--- src/rtl/switch_debouncer.sv ---
// switch_debouncer
// Debounces N board switches. Each bit is synchronised through two flops,
// then must disagree with the current stable value for DB_CYCLES
// consecutive clocks before the stable value follows it. Toggles of the
// stable value raise sticky per-bit flags and a one-cycle strobe.
module switch_debouncer #(
  parameter int N         = 10,
  parameter int DB_CYCLES = 50000
) (
  input  logic         clk,
  input  logic         reset,
  input  logic [N-1:0] sw_raw,
  input  logic         clr_events,
  output logic [N-1:0] switches,
  output logic [N-1:0] changed,
  output logic         change_pulse
);

  // DB_CYCLES-1 always fits in clog2(DB_CYCLES) bits for the legal range.
  localparam int            CW      = $clog2(DB_CYCLES);
  localparam logic [CW-1:0] CNT_MAX = CW'(DB_CYCLES - 1);
  localparam logic [CW-1:0] CNT_ONE = CW'(1);

  typedef enum logic {
    ST_STABLE,
    ST_COUNTING
  } bit_state_e;

  logic [N-1:0] sync1;
  logic [N-1:0] sync2;
  logic [N-1:0] upd;   // bits whose stable value flips on this edge

  // Two-flop synchroniser for the asynchronous switch inputs.
  // NOTE: sequential state uses non-blocking (<=) so every flop samples the
  // pre-edge value of its neighbours; blocking here would collapse sync1/sync2
  // into a single stage.
  always_ff @(posedge clk or negedge reset) begin
    if (!reset) begin
      sync1 <= '0;
      sync2 <= '0;
    end else begin
      sync1 <= sw_raw;
      sync2 <= sync1;
    end
  end

  for (genvar i = 0; i < N; i++) begin : g_bit
    bit_state_e    state;
    logic [CW-1:0] cnt;
    logic          mismatch;

    assign mismatch = sync2[i] ^ switches[i];
    // The counter only reaches CNT_MAX while COUNTING, so this is the
    // "mismatch at the final count" condition.
    assign upd[i]   = mismatch && (cnt == CNT_MAX);

    // Per-bit debounce FSM: count consecutive mismatching edges, restart on
    // any match, and release an update after DB_CYCLES mismatches.
    // NOTE: the counters are ordinary flops (not a RAM), so they take the
    // async reset and a mid-count reset discards the count at once.
    always_ff @(posedge clk or negedge reset) begin
      if (!reset) begin
        state <= ST_STABLE;
        cnt   <= '0;
      end else begin
        case (state)
          ST_STABLE: begin
            if (mismatch) begin
              state <= ST_COUNTING;
              cnt   <= CNT_ONE;
            end
          end
          ST_COUNTING: begin
            if (!mismatch || (cnt == CNT_MAX)) begin
              state <= ST_STABLE;
              cnt   <= '0;
            end else begin
              cnt   <= cnt + CNT_ONE;
            end
          end
          default: begin
            state <= ST_STABLE;
            cnt   <= '0;
          end
        endcase
      end
    end
  end

  // Registered outputs: stable value, sticky change flags (set beats clear),
  // and a strobe for the cycle after any update.
  always_ff @(posedge clk or negedge reset) begin
    if (!reset) begin
      switches     <= '0;
      changed      <= '0;
      change_pulse <= 1'b0;
    end else begin
      switches     <= switches ^ upd;
      changed      <= (changed & ~{N{clr_events}}) | upd;
      change_pulse <= |upd;
    end
  end

endmodule

--- config.mk ---
export PLATFORM = sky130hd
export DESIGN_NAME = switch_debouncer
export DESIGN_NICKNAME = d
export VERILOG_FILES = /design/src/rtl/switch_debouncer.sv
export SDC_FILE = /design/constraint.sdc
export NUM_CORES = 1
export LEC_CHECK = 0
export BUFFER_PORTS_ARGS = -buffer_cell sky130_fd_sc_hd__buf_2
export CORE_MARGIN = 10
export CORE_UTILIZATION = 55
export CTS_CLUSTER_SIZE = 24
export DETAILED_ROUTE_END_ITERATION = 7
export GPL_ROUTABILITY_DRIVEN = 0
export GPL_TIMING_DRIVEN = 0
export PLACE_DENSITY = 0.72
export REMOVE_ABC_BUFFERS = 1
export SYNTH_ARGS = -nofsm -noshare
export SYNTH_HDL_FRONTEND = slang
export SYNTH_SLANG_ARGS = --single-unit
--- constraint.sdc ---
create_clock -name clk -period 2.6 [get_ports clk]
set_clock_uncertainty 0.05 [all_clocks]
set_input_delay 0.26 -clock clk [delete_from_list [all_inputs] [get_ports clk]]
set_output_delay 0.26 -clock clk [all_outputs]
set_load 0.01 [all_outputs]
### Word-level counts from Yosys, hierarchy flattened

Index checks and enable logic that the tools add are counted.

| word-level totals | value |
|---|---|
| register bits after elaboration | 211 |
| word-level logic and storage cells | 170 |

| cells by class | value |
|---|---|
| $add $sub $neg | 10 |
| bitwise gates (word level) | 24 |
| mux-type cells | 60 |
| eq/ne operators | 20 |
| reductions and logical operators | 31 |

Operator list:

| operator | number |
|---|---|
| 16-bit two-way mux | 20 |
| 16-bit one-hot mux with 2 select lines | 10 |
| 16-bit by 1-bit adder with 16-bit output, second input constant | 10 |
| 16-bit equality test, second input constant | 10 |
| 1-bit two-way mux | 20 |
| 2-bit inequality test, second input constant | 10 |
| 1-bit one-hot mux with 2 select lines | 10 |
| 10-bit bitwise AND | 1 |
| 1-bit logical AND | 10 |
| 1-bit zero test | 10 |
| 1-bit logical OR | 10 |
| 1-bit NOT | 10 |
| 10-bit NOT | 1 |
| 10-bit bitwise OR | 1 |
| 10-bit OR reduction | 1 |
| 1-bit bitwise XOR | 10 |
| 10-bit bitwise XOR | 1 |

### Logic depth before layout (Yosys ltp)

Gate-level depths: netlist (run 1).

| logic depth | value |
|---|---|
| depth after elaboration | 5 |
| depth in mapped cells | 9 |
| mapped depth without buffers | 6 |

### Least setup slack after synthesis (run 1)

No wires, ideal clock.

| path | value |
|---|---|
| path kind | register to register |
| start | register g_bit[0].cnt[4] |
| end | register g_bit[0].cnt[5] |
| cell stages (with the launch flop) | 7 |
| setup time | 0.121 ns |
| path buffers | 1 |
| setup slack | 0.531 ns |
| arrival time | 1.898 ns |
| required time | 2.429 ns |
| cells stage by stage | dfrtp_1 -> or4b_4 -> nor4_4 -> or2_0 -> buf_4 -> o21ai_2 -> a22o_1 |

| on the way | value |
|---|---|
| cells in the longest elaborated chain, start to end | 4 |

Ends and longest elaborated chain:

| what | line | source |
|---|---|---|
| start: declaration | 49 | `logic [CW-1:0] cnt;` |
| start signal: assignment | 78 | `cnt <= cnt + CNT_ONE;` |
| branches (longest 2 deep; another with 16-bit by 1-bit adder with 16-bit output) | n/a |  |
| 16-bit two-way mux * | 74 | `if (!mismatch \|\| (cnt == CNT_MAX)) begin` |
| 16-bit one-hot mux with 2 select lines * | 66 | `case (state)` |

Mark *: on every way between the ends.
A chain may end at the register's enable or synchronous reset.

### Worst setup path after layout (run 1)

Ends and elaborated chain as after synthesis.

==> impl_metrics.env, run 1 <==
export IMPL_setup_viol=0
export IMPL_die_w_microns=160.5
export IMPL_yosysTopAreaCell="dfrtp_1"
export IMPL_final_antenna_net_count=0
export IMPL_timing_hold_ws_ns=0.08856
export IMPL_period_share_pct=93.32
export IMPL_vias=8774
export IMPL_swShare_pct=22.74
export IMPL_critPathSlowestCell="or4b_4"
export IMPL_worst_path_largest_cell_delay_ns=0.57
export IMPL_area_growth_pct=13.26
export IMPL_viasPerCell=5.936
export IMPL_die_area_sq_mm=0.02576
export IMPL_maxCapViolations=0
export IMPL_finalHoldViolations=0
export IMPL_post_dp_hpwl_microns=14780
export IMPL_wl_per_cell_microns=15.57
export IMPL_drc=0
export IMPL_grt_pass1_wl_microns=39990
export IMPL_clockRootBuffer="clkbuf_16"
export IMPL_pin_count=34
export IMPL_p_sw_mw=1.702
export IMPL_end_kind="register"
export IMPL_critical_path_peak_fanout=7
export IMPL_initial_core_util_pct=55.78
export IMPL_ys_ff_latch=211
export IMPL_syn_avg_cell_area_sq_um=9.390
export IMPL_overflow=0
export IMPL_period_needed_ns=2.426
export IMPL_grt_max_degree=124
export IMPL_antenna_cells=0
export IMPL_finalSetupTns_ns=0
export IMPL_syn_inst=1156
export IMPL_netlist_area_sq_mm=0.01086
export IMPL_slew_violations=0
export IMPL_outcome="finished, final reports clean"
export IMPL_yosysUniqueCellTypes=60
export IMPL_cts_max_level=1
export IMPL_min_path_type="input pin to register"
export IMPL_worstPathArrival_ns=2.78
export IMPL_die_h_microns=160.5
export IMPL_clk_latency_ns=0.52
export IMPL_p_int_mw=5.781
export IMPL_pre_cts_slack_ns=-0.4468
export IMPL_powerDensity_mw_per_mm2=608.7
export IMPL_pwr_share_comb_pct=5.2
export IMPL_tritoncts="done"
export IMPL_pwr_share_seq_pct=45.4
export IMPL_fp_coreArea_sq_mm=0.01946
export IMPL_fmax_mhz=412.1
export IMPL_antenna_found_initial=0
export IMPL_cts_buffer_depth=3
export IMPL_synth_edf_count=0
export IMPL_grt_pass1_vias=8249
export IMPL_crit_path_cell_trace="or4b_4 > nor4_4 > or2_0 > o21ai_2 > a22o_1"
export IMPL_path_clk_slew_ns=0.06
export IMPL_drt_iter0_markers=634
export IMPL_io_buffers=33
export IMPL_leakage_nw=5.212
export IMPL_clock_sinks=211
export IMPL_drive_gt1_share_pct=12.12
export IMPL_tightest_slew_ns=1.248
export IMPL_synth_top_cell_area_share_pct=48.64
export IMPL_cp_data_required_time_ns=2.95
export IMPL_rsz0062_at_grt="false"
export IMPL_rows=51
export IMPL_critPathLaunchType="register"
export IMPL_drt_pass1_iterations=5
export IMPL_ys_flop_type="dfrtp_1"
export IMPL_synth_area_leaders="dfrtp_1 (49%), o21ai_0 (5.9%), nand2_1 (4.5%)"
export IMPL_timing_final_ws_setup_ns=0.1736
export IMPL_fin_nets=1218
export IMPL_ys_async_sr_fraction_pct=100.0
export IMPL_slew_headroom_pct=16.03
export IMPL_grt_usage_pct=17.58
export IMPL_cts_buffers=24
export IMPL_pwr_share_clk_pct=49.4
export IMPL_yosysWarnings=0
export IMPL_drt_wl_total_microns=23010
export IMPL_crit_type="register to register"
export IMPL_peakVddDrop_mv=0.5217
export IMPL_ys_seq_area_share_pct=48.64
==> stage by stage <==
step	power (mW)	instance area [sq um]	util, %	cells
6_report	7.483	12290	63.17	1478
5_1_grt	7.758	12290	63.17	1478
4_1_cts	7.558	12240	62.89	1471
3_5_place_dp	3.833	11210	57.61	1415
3_3_place_gp	3.815	11170	57.38	1414
2_1_floorplan	3.676	10670	-	1116
==> registers in the layout, summed over array words and instances, names as in the netlist, named ones only <==
name	count
g_bit.state	10
change_pulse	1
g_bit.cnt	160
sync2	10
changed	10
sync1	10
==> cell families (layout without fill, tap and decap cells) <==
group                    Yosys count  count (layout)  share of synthesized area, %
multiplexers                      35              35                         3.458
flip-flops                       211             211                         48.64
AND/OR/NAND/NOR                  497             497                         25.35
adder cells (fa/ha/maj)           10              10                         1.153
buffers and inverters             83             140                         3.181
AO/OA/AOI/OAI                    301             301                         16.69
XOR/XNOR                          19              19                         1.533
==> worst paths after layout <==
path | cells past startpoint | slack, ns | startpoint | to
max in group asynchronous | 3 | 1.17 | reset | changed[7]
min in group asynchronous | 2 | 0.32 | reset | g_bit[1].cnt[5]
worst max-delay path | 5 | 0.17 | g_bit[0].cnt[4] | g_bit[0].cnt[5]
worst min-delay path | 2 | 0.09 | clr_events | changed[3]
worst min register to register | 0 | 0.30 | sync1[3] | sync2[3]
worst max register to register | 5 | 0.17 | g_bit[0].cnt[4] | g_bit[0].cnt[5]
==> timing repair <==
item | in CTS | in global routing
hold buffers | 11 | 0
endpoints found under the setup margin | 40 | 17
setup buffers | 1 | 7
endpoints found under the hold margin | 98 | 0
gates resized for setup | 5 | 1
pin swaps | 1 | 2
==> synth_stat cells (16+ instances only) <==
master / count
nor3_1: 59
buf_2: 18
mux2_2: 20
o21ai_0: 127
nand4_1: 28
a22o_1: 30
clkbuf_1: 18
inv_1: 43
nor4_1: 17
nor2_1: 60
nand3_1: 76
or3_1: 17
a21oi_1: 55
a31oi_1: 21
xor2_1: 16
a21o_1: 20
nand2_1: 130
dfrtp_1: 211
==> power by group through the flow <==
stage | sequential, mW | clock [mW] | combinational [mW]
after global placement | 3.45 | 0 | 0.361
after detailed placement | 3.46 | 0 | 0.377
final | 3.40 | 3.70 | 0.387
after floorplan | 3.45 | 0 | 0.230
after CTS | 3.40 | 3.77 | 0.393
after global routing | 3.40 | 3.91 | 0.445
==> cells in the final DEF, fill, tap and decap left out, types with 6 or more instances in the layout <==
cell,count
a22o_1,30
nor3_1,59
or4b_2,6
nand3_1,76
nor4bb_1,7
a21boi_0,7
xor2_1,16
mux2_2,20
nor2_2,9
or3_1,17
nand2b_1,9
a21oi_1,55
nor4_4,7
or4bb_1,6
dlygate4sd3_1,11
and3_1,15
inv_1,43
and4_1,10
clkbuf_16,25
ha_1,10
mux2i_1,15
o21ai_0,127
a211oi_1,10
or2_2,10
nand4_1,28
nand2_1,130
nor4_1,16
o22ai_1,6
a31oi_1,21
buf_4,8
dfrtp_1,211
nor2_1,56
buf_2,32
a21o_1,20
==> per-layer routing <==
| metal | vias to the layer above | part of all wire, % | global-route usage [%] |
|---|---|---|---|
| met2 | 142 | 47 | 28.10 |
| li1 | 4345 | - | - |
| met3 | 28 | 3.7 | 2.658 |
| met4 | 0 | 2.0 | 4.299 |
| met1 | 4259 | 48 | 24.60 |
| met5 | - | 0 | 0 |
==> worst max-delay path, delay by kind of cell (launching register included) <==
kind	cells	cell delay (ns)
flip-flops	1	0.45
AND/OR/NAND/NOR	3	1.48
AO/OA/AOI/OAI	2	0.34
==> cell type report <==
cell class	count	area, sq um
inverter	43	161.4
clock buffer	30	694.4
fill	1636	7168
tap	265	331.6
multi-input combinational	862	5264
sequential	211	5280
clock inverter	14	190.2
timing repair buffer	53	372.9
(Power assumes the default switching activity.)
==> inputs of run 2 (changes only) <==
- ABC_AREA: unset -> 1
- CTS_CLUSTER_SIZE: 24 -> 16
==> run 2 against run 1 <==
Combinational power up 44%. Count of clock-buffer cells in the layout up 3. Die area up 5.2%. Wire length up 1.2%. Sequential power up 4%. Final area up 5.5%. Critical path depth up 1. Largest power group unchanged. Highest routed layer unchanged.
==> impl_metrics.env, run 2 <==
export IMPL_drc=0
export IMPL_initial_core_util_pct=56.29
export IMPL_fmax_mhz=523.5
export IMPL_tightest_slew_ns=1.008
export IMPL_outcome="finished, final reports clean"
export IMPL_slew_violations=0
export IMPL_powerDensity_mw_per_mm2=591.1
export IMPL_netlist_area_sq_mm=0.01150
export IMPL_io_buffers=33
export IMPL_cts_buffers=24
export IMPL_fin_cells=1782
export IMPL_yosysUniqueCellTypes=37
export IMPL_yosysMostFrequentCell="nand2_1"
export IMPL_ys_async_sr_fraction_pct=100.0
export IMPL_hold_start="clr_events"
export IMPL_wl_met1_microns=11140
export IMPL_peakVddDrop_mv=0.4621
export IMPL_synth_edf_count=0
export IMPL_yosysWarnings=0
export IMPL_hold_depth=2
export IMPL_critical_path_peak_fanout=13
export IMPL_fin_nets=1518
export IMPL_synth_area_leaders="dfrtp_1 (46%), nand2_1 (13%), xor2_1 (7.5%)"
export IMPL_wl_per_cell_microns=13.07
export IMPL_worstPathArrival_ns=2.28
export IMPL_synth_top_cell_area_share_pct=45.91
export IMPL_fillCellCount=1754
export IMPL_cp_data_required_time_ns=2.97
export IMPL_path_clk_slew_ns=0.06
export IMPL_setup_viol=0
export IMPL_critPathTopFamily="simple AND/OR/NAND/NOR gates"
export IMPL_fp_coreArea_sq_mm=0.02043
export IMPL_synth_common_cells="nand2_1 (406), dfrtp_1 (211), inv_1 (175), nor2_1 (100), xor2_1 (98)"
export IMPL_end_kind="register"
export IMPL_timing_rr_end="g_bit[2].cnt[5]"
export IMPL_final_cell_mix="nand2_1 (406), dfrtp_1 (211), inv_1 (175), nor2_1 (100), xor2_1 (98)"
export IMPL_swShare_pct=23.84
export IMPL_period_share_pct=73.47
export IMPL_grt_pass1_vias=9037
export IMPL_clk_latency_ns=0.52
export IMPL_grt_max_degree=93
export IMPL_maxCapViolations=0
export IMPL_min_to="changed[8]"
export IMPL_final_antenna_net_count=0
export IMPL_cts_buffer_depth=3
export IMPL_clock_sinks=211
export IMPL_slew_headroom_pct=32.55
export IMPL_power_mw=7.665
export IMPL_tritoncts="done"
export IMPL_crit_path_cell_trace="inv_1 > or2_2 > nand2_1 > nor2_1 > inv_1 > o22ai_1"
export IMPL_post_dp_hpwl_microns=16350
export IMPL_drive_gt1_share_pct=11.18
export IMPL_critPathSlowestCell="nor2_1"
export IMPL_ys_seq_area_share_pct=45.91
export IMPL_antenna_found_initial=0
export IMPL_drt_pass1_iterations=5
export IMPL_viasPerCell=5.173
export IMPL_die_area_sq_mm=0.02709
export IMPL_reg2regPathDepth=6
export IMPL_dp_cells=1728
export IMPL_min_path_type="input pin to register"
export IMPL_finalHoldViolations=0
export IMPL_wl_met3_microns=867
export IMPL_crit_type="register to register"
export IMPL_rows=52
export IMPL_yosysTopAreaCell="dfrtp_1"
export IMPL_leakage_nw=5.766
export IMPL_antenna_cells=0
export IMPL_drt_iter0_markers=577
export IMPL_pwr_share_comb_pct=7.2
export IMPL_critPathBufInv=2
export IMPL_period_needed_ns=1.910
export IMPL_ys_flop_type="dfrtp_1"
export IMPL_timing_hold_ws_ns=0.1096
export IMPL_r2r_start="sync2[2]"
export IMPL_pwr_share_clk_pct=46.7
export IMPL_layout_commonest_cell="nand2_1"
export IMPL_grt_pass1_wl_microns=41130
export IMPL_pin_count=34
export IMPL_vias=9219
export IMPL_cts_max_level=1
export IMPL_largest_reg_flops=160
export IMPL_timing_final_ws_setup_ns=0.6897
export IMPL_finalSetupTns_ns=0
export IMPL_overflow=0
export IMPL_post_cts_buffers=0
export IMPL_pre_cts_slack_ns=0.7085
export IMPL_pwr_share_seq_pct=46.1
export IMPL_syn_avg_cell_area_sq_um=8.036
export IMPL_rsz0062_at_grt="false"
export IMPL_die_h_microns=164.6
export IMPL_p_sw_mw=1.827
export IMPL_ff2ff_setup_slack_ns=0.69
export IMPL_ys_ff_latch=211
export IMPL_area_growth_pct=12.76
export IMPL_grt_usage_pct=17.79
export IMPL_worst_path_largest_cell_delay_ns=0.70
export IMPL_highest_layer="met4"
export IMPL_wl_met2_microns=10890
export IMPL_cpMostUsedCell="inv_1"
export IMPL_p_int_mw=5.838
export IMPL_syn_inst=1431
export IMPL_die_w_microns=164.6
export IMPL_drt_wl_total_microns=23300
export IMPL_top_register="g_bit.cnt"
export IMPL_clockRootBuffer="clkbuf_16"
export IMPL_critPathLaunchType="register"
[run 2: changes by cell type in the layout (fill, tap and decap cells not counted), moves of 17 or more]
cell / delta
a31oi_1: -21
nor2_1: +44
a22o_1: -30
o21ai_1: +38
a21oi_1: -51
nor2_2: +18
a21o_1: -20
or3_1: -17
inv_1: +132
o21ai_0: -60
o22ai_1: +18
mux2_2: -20
nand2_1: +276
xor2_1: +82
[run 2: layout make-up]
cell class,instances,area (sq um),area share [%]
inverters,185,706.9,5.452
flip-flops and latches,211,5280,40.72
repair buffers,46,340.3,2.624
well taps,270,337.8,2.605
clock inverters,10,157.7,1.216
clock buffers,33,685.7,5.288
multi-input cells,1027,5459,42.10
[run 2: per-stage QoR]
step	cell area (sq um)	util, %
2_1_floorplan	11450	-
3_3_place_gp	11950	58.49
5_1_grt	12970	63.47
4_1_cts	12970	63.47
6_report	12970	63.47
3_5_place_dp	12010	58.81
[run 2: what timing repair did]
item	4_1_cts	5_1_grt
hold endpoints to repair	118	0
hold buffers	11	0
resized for setup	0	0
[run 2: power by group through the flow]
stage | Combinational (mW) | Sequential [mW] | Clock, mW
finish | 0.556 | 3.53 | 3.58
global route | 0.646 | 3.55 | 3.79
floorplan | 0.362 | 3.56 | 0
CTS | 0.570 | 3.53 | 3.65
global placement | 0.520 | 3.58 | 0
detailed placement | 0.550 | 3.59 | 0
[run 2: cell families (layout without fill, tap and decap cells)]
family | after synthesis | count (layout) | synth area share [%]
compound gates | 146 | 146 | 6.822
xor+xnor | 120 | 120 | 9.400
fa+ha+maj | 10 | 10 | 1.088
buf+inv | 193 | 274 | 6.615
flops | 211 | 211 | 45.91
simple gates | 751 | 751 | 30.16
[run 2: routing by layer]
layer	global-route usage (%)	vias up
li1	-	4692
met1	23.98	4368
met2	29.60	125
met3	2.713	34
met4	4.187	0
met5	0	-
[run 2: worst max path at each step]
stage | from | slack (ns) | endpoint | cells past startpoint
4_1_cts | sync2[2] | 0.65 | g_bit[2].cnt[5] | 6
3_5_place_dp | sync2[2] | 0.71 | g_bit[2].cnt[5] | 6
6_report | sync2[2] | 0.69 | g_bit[2].cnt[5] | 6
2_1_floorplan | g_bit[2].cnt[0] | 1.09 | g_bit[2].cnt[4] | 8
5_1_grt | sync2[2] | 0.51 | g_bit[2].cnt[5] | 6
3_3_place_gp | reset | -2.47 | g_bit[8].cnt[12] | 1
==> inputs of run 3 (changes only) <==
- clock period: 2.6 -> 1.9 ns (I/O delays scaled with it)
==> run 3 against run 2 <==
Count of clock-buffer cells in the layout unchanged. Wire length is essentially flat. Sequential cell count unchanged. Final cell count grew 0.17%. Non-clock buffer count rose by 3. Critical path type unchanged. Highest routed layer unchanged.
==> impl_metrics.env, run 3 (same netlist as run 2, synthesis figures left out) <==
export IMPL_wl_per_cell_microns=13.06
export IMPL_fp_coreArea_sq_mm=0.02043
export IMPL_drt_pass1_iterations=5
export IMPL_leakage_nw=5.780
export IMPL_rsz0062_at_grt="false"
export IMPL_powerDensity_mw_per_mm2=807.0
export IMPL_initial_core_util_pct=56.29
export IMPL_wl_met2_microns=10920
export IMPL_critical_path_peak_fanout=9
export IMPL_grt_pass1_vias=9037
export IMPL_drive_gt1_share_pct=11.55
export IMPL_clockRootBuffer="clkbuf_16"
export IMPL_die_w_microns=164.6
export IMPL_finalHoldViolations=0
export IMPL_setup_viol=0
export IMPL_fmax_mhz=565.4
export IMPL_min_path_type="input pin to register"
export IMPL_antenna_cells=0
export IMPL_end_kind="register"
export IMPL_worstPathArrival_ns=2.14
export IMPL_io_buffers=33
export IMPL_crit_type="register to register"
export IMPL_path_clk_slew_ns=0.06
export IMPL_layout_commonest_cell="nand2_1"
export IMPL_cts_buffers=24
export IMPL_timing_hold_ws_ns=0.03916
export IMPL_slew_violations=0
export IMPL_highest_layer="met4"
export IMPL_cts_max_level=1
export IMPL_drt_wl_total_microns=23310
export IMPL_die_h_microns=164.6
export IMPL_drt_iter0_markers=509
export IMPL_cp_data_required_time_ns=2.27
export IMPL_dpl_instance_area_sq_mm=0.01201
export IMPL_design_area_sq_mm=0.01302
export IMPL_outcome="finished, final reports clean"
export IMPL_maxCapViolations=0
export IMPL_post_dp_hpwl_microns=16350
export IMPL_finalSetupTns_ns=0
export IMPL_critPathLaunchType="register"
export IMPL_overflow=0
export IMPL_fin_nets=1521
export IMPL_pre_cts_slack_ns=0.008470
export IMPL_tightest_slew_ns=0.6193
export IMPL_clk_latency_ns=0.52
export IMPL_wl_met3_microns=957
export IMPL_viasPerCell=5.176
export IMPL_slew_headroom_pct=58.67
export IMPL_top_register="g_bit.cnt"
export IMPL_period_needed_ns=1.769
export IMPL_grt_usage_pct=17.79
export IMPL_vias=9239
export IMPL_wl_met1_microns=11040
export IMPL_antenna_found_initial=0
export IMPL_cts_buffer_depth=3
export IMPL_area_growth_pct=13.19
export IMPL_period_share_pct=93.08
export IMPL_clock_sinks=211
export IMPL_timing_final_ws_setup_ns=0.1314
export IMPL_final_antenna_net_count=0
export IMPL_peakVddDrop_mv=0.6323
export IMPL_rows=52
export IMPL_drc=0
export IMPL_die_area_sq_mm=0.02709
export IMPL_pin_count=34
export IMPL_power_mw=10.50
export IMPL_grt_max_degree=93
export IMPL_largest_reg_flops=160
export IMPL_grt_pass1_wl_microns=41130
export IMPL_tritoncts="done"
export IMPL_final_cell_mix="nand2_1 (406), dfrtp_1 (211), inv_1 (175), xor2_1 (98), nor2_1 (97)"
run 3: cell type report:
cell class	instances	area, sq um
timing repair buffer	49	362.8
clock buffer	33	685.7
sequential	211	5280
multi-input combinational	1027	5485
fill	1748	7413
inverter	185	706.9
tap	270	337.8
clock inverter	10	157.7
run 3: worst paths after layout:
kind,cells past startpoint,slack [ns],to,from
max,4,0.13,g_bit[6].cnt[5],sync2[6]
min,2,0.04,changed[8],clr_events
max reg2reg,4,0.13,g_bit[6].cnt[5],sync2[6]
min reg2reg,0,0.29,sync2[3],sync1[3]
max in group asynchronous,4,0.58,g_bit[6].state,reset
min in group asynchronous,2,0.09,g_bit[3].state,reset
run 3: where the power goes:
part / total [mW] / switching [mW] / internal [mW]
Combinational: 0.772 / 0.502 / 0.271
Clock: 4.89 / 1.83 / 3.06
Sequential: 4.84 / 0.174 / 4.66
Total: 10.5 / 2.51 / 8.00
run 3: what timing repair did:
| action | 4_1_cts | 5_1_grt |
|---|---|---|
| pin swaps | 0 | 2 |
| setup endpoints to repair | 1 | 28 |
| hold endpoints to repair | 138 | 0 |
| resized for setup | 1 | 5 |
| setup buffers | 0 | 3 |
| cloned | 0 | 0 |
| hold buffers | 11 | 0 |
run 3: through the flow:
| step | utilization, % | instances |
|---|---|---|
| after floorplan | - | 1423 |
| after CTS | 63.49 | 1782 |
| after global routing | 63.71 | 1785 |
| final | 63.71 | 1785 |
| after global placement | 58.49 | 1726 |
| after detailed placement | 58.81 | 1728 |
run 3: critical path, stage by stage (launching register included):
cell	delay, ns
dfrtp_1	0.41
xor2_1	0.21
nor2_1	0.45
inv_1	0.31
o22ai_1	0.24
run 3: layer usage:
layer	up-vias	GRT usage, %
li1	4699	-
met1	4373	23.98
met4	0	4.187
met3	35	2.713
met5	-	0
met2	132	29.60
